--- config.mk ---
export PLATFORM = sky130hd
export DESIGN_NAME = pico_axi_wdata_scheduler
export DESIGN_NICKNAME = d
export VERILOG_FILES = /design/src/rtl/pico_axi_wdata_scheduler.sv
export SDC_FILE = /design/constraint.sdc
export NUM_CORES = 1
export LEC_CHECK = 0
export ABC_AREA = 1
export CELL_PAD_IN_SITES_DETAIL_PLACEMENT = 1
export CELL_PAD_IN_SITES_GLOBAL_PLACEMENT = 1
export CORE_MARGIN = 10
export CORE_UTILIZATION = 40
export CTS_CLUSTER_SIZE = 20
export DETAILED_ROUTE_END_ITERATION = 8
export GPL_TIMING_DRIVEN = 0
export PLACE_DENSITY = 0.87
export SYNTH_ARGS = -nofsm -noshare
export SYNTH_HDL_FRONTEND = slang
export SYNTH_SLANG_ARGS = --single-unit
--- constraint.sdc ---
create_clock -name clk -period 2.8 [get_ports clk]
set_input_delay 0.84 -clock clk [delete_from_list [all_inputs] [get_ports clk]]
set_output_delay 0.84 -clock clk [all_outputs]
set_load 0.02 [all_outputs]
--- src/rtl/pico_axi_wdata_scheduler.sv ---
// pico_axi_wdata_scheduler: order FIFO of AW grants steering the shared W channel one whole burst at a time.
// Optional feature PICO_WSCHED_LEN_CHECK_EN: burst end taken from the stored AWLEN, with a sticky WLAST mismatch flag.
module pico_axi_wdata_scheduler #(
   parameter int C_NUM_SLAVE_PORTS     = 4,
   parameter int LOG_C_NUM_SLAVE_PORTS = 2,
   parameter int ORDER_DEPTH           = 8,
   parameter int LOG_ORDER_DEPTH       = 3
) (
   input  logic                             clk,
   input  logic                             rst_n,
   input  logic                             aw_push,
   input  logic [LOG_C_NUM_SLAVE_PORTS-1:0] aw_slave,
   input  logic [7:0]                       aw_len,
   output logic                             order_full,
   output logic [LOG_ORDER_DEPTH:0]         order_count,
   input  logic [C_NUM_SLAVE_PORTS-1:0]     s_axi_wvalid,
   input  logic [C_NUM_SLAVE_PORTS-1:0]     s_axi_wlast,
   output logic [C_NUM_SLAVE_PORTS-1:0]     s_axi_wready,
   output logic [LOG_C_NUM_SLAVE_PORTS-1:0] wSel,
   output logic                             m_axi_wvalid,
   output logic                             m_axi_wlast,
   input  logic                             m_axi_wready,
   output logic                             len_err
);

   typedef enum logic {ST_IDLE, ST_ACTIVE} state_e;

`ifdef PICO_WSCHED_LEN_CHECK_EN
   localparam int ENTRY_W = LOG_C_NUM_SLAVE_PORTS + 8;
`else
   localparam int ENTRY_W = LOG_C_NUM_SLAVE_PORTS;
`endif
   localparam logic [LOG_ORDER_DEPTH:0] FULL_COUNT = (LOG_ORDER_DEPTH+1)'(ORDER_DEPTH);
   localparam logic [LOG_ORDER_DEPTH:0] TWO_COUNT  = (LOG_ORDER_DEPTH+1)'(2);

   logic [ENTRY_W-1:0]               mem_q [ORDER_DEPTH];
   logic [LOG_ORDER_DEPTH-1:0]       wr_ptr_q, rd_ptr_q, rd_next;
   logic [LOG_ORDER_DEPTH:0]         count_q, count_d;
   state_e                           state_q, state_d;
   logic [LOG_C_NUM_SLAVE_PORTS-1:0] wsel_q, wsel_d;
   logic [ENTRY_W-1:0]               wr_entry, load_entry;
   logic                             push, pop, active, beat, final_beat, sel_last, load;

   assign rd_next      = rd_ptr_q + 1'b1;
   assign active       = (state_q == ST_ACTIVE);
   assign sel_last     = s_axi_wlast[wsel_q];
   assign m_axi_wvalid = active & s_axi_wvalid[wsel_q];
   assign beat         = m_axi_wvalid & m_axi_wready;
   assign order_full   = (count_q == FULL_COUNT);
   assign push         = aw_push & ~order_full;
   assign pop          = final_beat;
   assign order_count  = count_q;
   assign wSel         = wsel_q;

`ifdef PICO_WSCHED_LEN_CHECK_EN
   logic [7:0] beat_cnt_q, beat_cnt_d;
   logic       cnt_zero, len_err_q, len_err_d;

   assign wr_entry    = {aw_slave, aw_len};
   assign cnt_zero    = (beat_cnt_q == 8'd0);
   assign final_beat  = beat & cnt_zero;
   assign m_axi_wlast = active & cnt_zero;
   assign len_err     = len_err_q;

   always_comb begin
      beat_cnt_d = beat_cnt_q;
      if (load)
         beat_cnt_d = load_entry[7:0];
      else if (beat && !cnt_zero)
         beat_cnt_d = beat_cnt_q - 8'd1;
      len_err_d = len_err_q | (beat & (sel_last != cnt_zero));
   end

   always_ff @(posedge clk or negedge rst_n) begin
      if (!rst_n) begin
         beat_cnt_q <= 8'd0;
         len_err_q  <= 1'b0;
      end else begin
         beat_cnt_q <= beat_cnt_d;
         len_err_q  <= len_err_d;
      end
   end
`else
   logic unused_len;

   assign wr_entry    = aw_slave;
   assign final_beat  = beat & sel_last;
   assign m_axi_wlast = active & sel_last;
   assign len_err     = 1'b0;
   assign unused_len  = ^aw_len;
`endif

   // NOTE: every output of a combinational block gets a default first, so no path can infer a latch.
   always_comb begin
      s_axi_wready         = '0;
      s_axi_wready[wsel_q] = active & m_axi_wready;
   end

   // A final beat with another grant already queued reloads from the entry behind the head: no bubble.
   always_comb begin
      state_d    = state_q;
      wsel_d     = wsel_q;
      load       = 1'b0;
      load_entry = mem_q[rd_ptr_q];
      case (state_q)
         ST_IDLE: begin
            if (count_q != '0) begin
               load    = 1'b1;
               state_d = ST_ACTIVE;
            end
         end
         ST_ACTIVE: begin
            if (final_beat) begin
               if (count_q >= TWO_COUNT) begin
                  load       = 1'b1;
                  load_entry = mem_q[rd_next];
               end else begin
                  state_d = ST_IDLE;
               end
            end
         end
         default: state_d = ST_IDLE;
      endcase
      if (load)
         wsel_d = load_entry[ENTRY_W-1 -: LOG_C_NUM_SLAVE_PORTS];
   end

   always_comb begin
      count_d = count_q;
      case ({push, pop})
         2'b10:   count_d = count_q + 1'b1;
         2'b01:   count_d = count_q - 1'b1;
         default: count_d = count_q;
      endcase
   end

   // NOTE: sequential state is written with non-blocking assignments so every flop samples pre-edge values.
   always_ff @(posedge clk or negedge rst_n) begin
      if (!rst_n) begin
         state_q  <= ST_IDLE;
         wsel_q   <= '0;
         wr_ptr_q <= '0;
         rd_ptr_q <= '0;
         count_q  <= '0;
      end else begin
         state_q <= state_d;
         wsel_q  <= wsel_d;
         count_q <= count_d;
         if (push)
            wr_ptr_q <= wr_ptr_q + 1'b1;
         if (pop)
            rd_ptr_q <= rd_next;
      end
   end

   // NOTE: the entry storage is not reset; the pointers and count alone decide which entries are valid.
   always_ff @(posedge clk) begin
      if (push)
         mem_q[wr_ptr_q] <= wr_entry;
   end

endmodule

==> results_dict.tcl, run 1 <==
set metrics [dict create \
    worst_pin_slew_ns 0.652 \
    grt_setup_unrepaired "true" \
    pre_cts_slack_ns -0.364 \
    grt_max_degree 14 \
    ys_ff_latch 29 \
    yosys.area.top_type "edfxtp_1" \
    cp-start-kind "input pin" \
    avgRoutedWirePerCell_um 14.7 \
    p_leak_nw 1.01 \
    critPathMaxFanout 5 \
    die_h_um 85.7 \
    drtAntennaViolNets 0 \
    outcome "completed" \
    period_minus_slack_ns 2.75 \
    netlist_top_cells_area "edfxtp_1 (28%), dfrtp_1 (19%), nand2_1 (13%)" \
    cts_buffer_depth 2 \
    synthCells 217 \
    cap_violations 0 \
    syn_to_final_growth_pct 24.8 \
    worst_slew_margin_rel 0.564 \
    synth-adder-area-share 0.0290 \
    wl_um 4410 \
    powerDensity_mw_per_mm2 1160 \
    dieArea_mm2 0.00734 \
    hold_class "reg -> reg" \
    reg2reg_setup_slack_ns 0.72 \
    drt_iter0_markers 96 \
    setup_ws_ns 0.0531 \
    synth_top_area_frac 0.278 \
    slowest_delay_ns 0.45 \
    synth-simple-area-share 0.314 \
    setup-violations-final 0 \
    yosys.area_share.xor_xnor 0.0304 \
    ff2ff_path_depth 17 \
    cp.required_ns 1.96 \
    htreeDepth 2 \
    grt_overflow 0 \
    holdPathStages 2 \
    chipWidth_um 85.7 \
    diodes 0 \
    synth-seq-area-share 0.467 \
    synth.avg_cell_area_um2 7.96 \
    critPathSlowestCell "clkdlybuf4s50_1" \
    setup_tns_ns 0 \
    final_nets 276 \
    timing.final.crit_share 0.981 \
    numClockSinks 29 \
    track_usage 0.126 \
    syn_nets 243 \
    hold_viol 0 \
    clk_pin_slew_ns 0.06 \
    utilization 0.527 \
    max_freq_ghz 0.364 \
    start_util 0.423 \
    drv_slew 0 \
    worstPathArrival_ns 1.91 \
    cts-buffers-inserted 5 \
    grt_pass1_wl_um 7640 \
    vias 1513 \
    drc_errors 0 \
    io_pins 36 \
    post_cts_buffers 0 \
    synthMuxAreaShare 0 \
    skew_ns 0.00293 \
    dp_hpwl_um 3400 \
    clockRootBuffer "clkbuf_8" \
    synth_top_family_by_area "simple AND/OR/NAND/NOR gates" \
    coreArea_mm2 0.00409 \
    io_buffers 26 \
    clock_latency_ns 0.28 \
    gp_congestion 0.812 \
    drive_gt1_frac 0.131 \
    syn-cell-area_mm2 0.00173 \
    rows 23 \
    viasPerCell 5.03 \
    synth-compound-area-share 0.0667 \
    grt_pass1_vias 1605 \
    fillers 516 \
    irDropWorstVdd_v 0.000531 \
    cts_tree "done" \
    dr.pass1.iters 4 \
    power.total_mw 2.49 \
    crit_type "in -> out" \
    yosys.cell_types.count 27 \
    cp-end-kind "output pin" \
    antenna_found_initial 0 \
    crit_chain "clkdlybuf4s50_1 > nand2_1 > nor3_1 > clkdlybuf4s15_2" \
    yosys_warnings 0 \
]
path summary, 6_finish.rpt:
check,startpoint,to
setup / recovery,m_axi_wready,s_axi_wready[3]
hold / removal,wr_ptr_q[0]$_DFFE_PN0P_,wr_ptr_q[0]$_DFFE_PN0P_
setup reg to reg,wSel[0]$_DFFE_PN0P_,order_count[2]$_DFFE_PN0P_
hold reg to reg,wr_ptr_q[0]$_DFFE_PN0P_,wr_ptr_q[0]$_DFFE_PN0P_
max in group asynchronous,rst_n,rd_ptr_q[2]$_DFFE_PN0P_
min in group asynchronous,rst_n,wr_ptr_q[1]$_DFFE_PN0P_
cell usage in the layout (no fill, tap or decap):
| master | instances |
|---|---|
| inv_2 | 4 |
| inv_1 | 28 |
| o21ai_0 | 14 |
| nand4_4 | 1 |
| nand2_1 | 62 |
| buf_2 | 4 |
| o22ai_1 | 1 |
| xor2_2 | 1 |
| nor3_1 | 4 |
| or2_2 | 1 |
| clkinv_1 | 1 |
| nor2_4 | 2 |
| conb_1 | 1 |
| nor2_1 | 16 |
| edfxtp_1 | 16 |
| bufinv_16 | 1 |
| dfrtp_1 | 13 |
| buf_4 | 1 |
| clkdlybuf4s50_1 | 20 |
| inv_6 | 1 |
| xor2_1 | 2 |
| ha_1 | 3 |
| a21oi_1 | 6 |
| nand2_4 | 1 |
| ha_2 | 1 |
| o21ai_2 | 1 |
| nand3_1 | 25 |
| clkbuf_2 | 3 |
| xnor2_1 | 3 |
| clkbuf_8 | 5 |
| nand4_1 | 3 |
| buf_6 | 1 |
| nand2_2 | 2 |
| clkdlybuf4s15_2 | 1 |
| clkinvlp_4 | 1 |
| nor2_8 | 1 |
what timing repair did:
item,4_1_cts,5_1_grt
gates cloned,0,0
pin swaps,0,1
endpoints found under the setup margin,6,7
resized for setup,19,8
hold buffers,0,0
critical path, delay by kind of cell:
family | cells | cell delay [ns]
AND/OR/NAND/NOR | 2 | 0.32
buffers and inverters | 2 | 0.74
synth_stat cells:
master	n
nand3_1	25
inv_1	28
or2_2	1
xnor2_1	3
o22ai_1	1
buf_6	1
inv_6	1
buf_4	1
conb_1	1
nand2_2	2
nor2_1	16
ha_1	4
o21ai_2	1
a21oi_1	6
nand2_1	62
inv_2	4
nor3_1	4
nand4_1	3
nand2_4	1
buf_2	2
o21ai_0	14
xor2_1	3
nor2_4	2
nand4_2	1
edfxtp_1	16
dfrtp_1	13
nor2_8	1
layout make-up:
cell class / instances / area [um^2] / share of cell area
Inverter: 33 / 129 / 0.0598
Clock inverter: 3 / 41.3 / 0.0192
Timing Repair Buffer: 26 / 236 / 0.110
Tap cell: 50 / 62.6 / 0.0290
Buffer: 4 / 28.8 / 0.0134
Multi-Input combinational cell: 151 / 782 / 0.363
Clock buffer: 5 / 68.8 / 0.0319
Sequential cell: 29 / 806 / 0.374
through the flow:
stage	area, um^2	hold WS, ns	cells
6_report	2150	0.536	301
3_5_place_dp	2050	0.526	293
2_1_floorplan	1730	0.493	217
4_1_cts	2160	0.542	301
5_1_grt	2150	0.574	301
3_3_place_gp	2050	0.518	293
where the power goes:
| part | switching, mW | internal (mW) |
|---|---|---|
| combinational | 0.836 | 0.494 |
| sequential | 0.157 | 0.580 |
| clock | 0.163 | 0.261 |
| total | 1.16 | 1.34 |
flip-flops by register name, indices dropped and copies added (netlist names):
register / cells
wr_ptr_q: 3
order_count: 4
active: 1
mem_q: 16
wSel: 2
rd_ptr_q: 3
layer usage:
metal  track usage  share of wire  vias to the layer above  wire length, um
li1              -              -                      760                -
met1         0.144           0.43                      712             1900
met2         0.224           0.51                       31             2260
met3        0.0255          0.042                       10              185
met4        0.0449          0.017                        0               76
met5             0              0                        -                0
logic make-up (layout without fill, tap and decap cells):
family / count (synthesis) / after routing
AND/OR/NAND/NOR: 118 / 118
flip-flops: 29 / 29
adder cells (fa/ha/maj): 4 / 4
other: 1 / 1
AO/OA/AOI/OAI: 22 / 22
XOR/XNOR: 6 / 6
buffers and inverters: 37 / 71
No activity file was read; power rests on OpenSTA's default activity.
==> run 2: changes to the inputs <==
--- a/config.mk
+++ b/config.mk
@@ -9,11 +9,11 @@
 export CELL_PAD_IN_SITES_DETAIL_PLACEMENT = 1
 export CELL_PAD_IN_SITES_GLOBAL_PLACEMENT = 1
 export CORE_MARGIN = 10
-export CORE_UTILIZATION = 40
+export CORE_UTILIZATION = 37
 export CTS_CLUSTER_SIZE = 20
 export DETAILED_ROUTE_END_ITERATION = 8
 export GPL_TIMING_DRIVEN = 0
-export PLACE_DENSITY = 0.87
+export PLACE_DENSITY = 0.81
 export SYNTH_ARGS = -nofsm -noshare
 export SYNTH_HDL_FRONTEND = slang
 export SYNTH_SLANG_ARGS = --single-unit
==> constraint.sdc (replaced) <==
create_clock -name clk -period 2.9 [get_ports clk]
set_input_delay 0.87 -clock clk [delete_from_list [all_inputs] [get_ports clk]]
set_output_delay 0.87 -clock clk [all_outputs]
set_load 0.02 [all_outputs]
==> results_dict.tcl, run 2 (synthesis gave the netlist of run 1 again) <==
set metrics [dict create \
    outcome "completed" \
    vias 1530 \
    fillers 555 \
    seq_area_um2 806 \
    numClockSinks 29 \
    io_buffers 26 \
    multi_input_area_um2 772 \
    drv_slew 0 \
    top_layer "met4" \
    cap_violations 0 \
    io_pins 36 \
    avgRoutedWirePerCell_um 15.0 \
    powerDensity_mw_per_mm2 1120 \
    dp_hpwl_um 3480 \
    dieArea_mm2 0.00780 \
    timing.final.crit_share 0.960 \
    final_cell_mix "nand2_1 (62), inv_1 (28), nand3_1 (25), clkdlybuf4s50_1 (20)" \
    drtAntennaViolNets 0 \
    largest_reg_flops 16 \
    die_h_um 88.3 \
    fin_area_mm2 0.00214 \
    grt_setup_unrepaired "false" \
    viasPerCell 5.05 \
    grt_pass1_wl_um 7400 \
    gp_congestion 0.875 \
    final_nets 276 \
    worstPathArrival_ns 1.91 \
    clockRootBuffer "clkbuf_8" \
    dr.pass1.iters 6 \
    reg2reg_setup_slack_ns 0.79 \
    post_cts_buffers 0 \
    clock_latency_ns 0.28 \
    wl_met1_um 1940 \
    final_common_cell "nand2_1" \
    worst_pin_slew_ns 0.641 \
    chipWidth_um 88.3 \
    drive_gt1_frac 0.124 \
    rows 24 \
    antenna_found_initial 0 \
    setup-violations-final 0 \
    setup_tns_ns 0 \
    drc_errors 0 \
    dpl-instance-area_mm2 0.00205 \
    wl_um 4530 \
    top_register "mem_q" \
    cp.required_ns 2.03 \
    hold_viol 0 \
    wl_met3_um 107 \
    coreArea_mm2 0.00444 \
    cp-start-kind "input pin" \
    track_usage 0.120 \
    clk_pin_slew_ns 0.07 \
    critPathMaxFanout 5 \
    irDropWorstVdd_v 0.000407 \
    htreeDepth 2 \
    wl_met2_um 2420 \
    period_minus_slack_ns 2.78 \
    diodes 0 \
    cp-end-kind "output pin" \
    hold_class "reg -> reg" \
    skew_ns 0.00318 \
    worst_slew_margin_rel 0.572 \
    syn_to_final_growth_pct 24.0 \
    grt_pass1_vias 1591 \
    crit_type "in -> out" \
    cts_buffer_depth 2 \
    max_freq_ghz 0.359 \
    drt_iter0_markers 68 \
    cts_tree "done" \
    grt_overflow 0 \
    start_util 0.389 \
    grt_max_degree 14 \
    cts-buffers-inserted 5 \
    p_leak_nw 1.01 \
]
-- run 2: changes by cell type in the layout (fill, tap and decap cells not counted) --
cell,before,now
clkdlybuf4s15_2,1,0
ha_2,1,0
ha_1,3,4
clkbuf_2,3,4
xor2_2,1,0
xor2_1,2,3
-- run 2: cell type report --
cell class / count / share of cell area
Timing Repair Buffer: 26 / 0.108
Multi-Input combinational cell: 151 / 0.361
Tap cell: 52 / 0.0304
Inverter: 33 / 0.0602
Clock inverter: 3 / 0.0193
Sequential cell: 29 / 0.376
Buffer: 4 / 0.0134
Clock buffer: 5 / 0.0321
-- run 2: layer usage --
metal,up-vias,global-route usage
li1,767,-
met1,736,0.140
met2,21,0.204
met3,6,0.0267
met4,0,0.0543
met5,-,0
-- run 2: final timing paths --
| check | startpoint | to | cells past startpoint |
|---|---|---|---|
| max in group asynchronous | rst_n | wr_ptr_q[2]$_DFFE_PN0P_ | 1 |
| min in group asynchronous | rst_n | rd_ptr_q[1]$_DFFE_PN0P_ | 1 |
| hold reg to reg | wr_ptr_q[0]$_DFFE_PN0P_ | wr_ptr_q[0]$_DFFE_PN0P_ | 2 |
| setup reg to reg | wSel[0]$_DFFE_PN0P_ | order_count[2]$_DFFE_PN0P_ | 17 |
| setup / recovery | m_axi_wready | s_axi_wready[2] | 4 |
| hold / removal | wr_ptr_q[0]$_DFFE_PN0P_ | wr_ptr_q[0]$_DFFE_PN0P_ | 2 |
-- run 2: power breakdown --
part | switching, mW | leakage, nW | internal [mW]
clock network | 0.159 | 0.0518 | 0.253
registers | 0.151 | 0.301 | 0.560
logic | 0.800 | 0.659 | 0.470
total | 1.11 | 1.01 | 1.28
-- run 2: metrics by stage --
step                utilization  total power, mW  hold slack [ns]  std cells  setup slack (ns)
floorplan                     -             1.58            0.493        217             0.559
global placement          0.462             1.97            0.521        295            -0.314
detailed placement        0.462             2.01            0.536        295            -0.339
CTS                       0.486             2.43            0.552        303           0.00197
global route              0.482             2.60            0.598        303            0.0194
finish                    0.482             2.39            0.551        303             0.115
-- run 2: worst max-delay path: stages --
cell and delay [ns]:
clkdlybuf4s50_1 0.46, nand2_1 0.16, nor3_1 0.22, clkbuf_2 0.21
-- run 2: repair_timing --
action,in CTS,in global routing
cloned,0,0
endpoints found under the hold margin,0,0
setup endpoints to repair,6,6
resized for setup,12,13
hold buffers,0,0
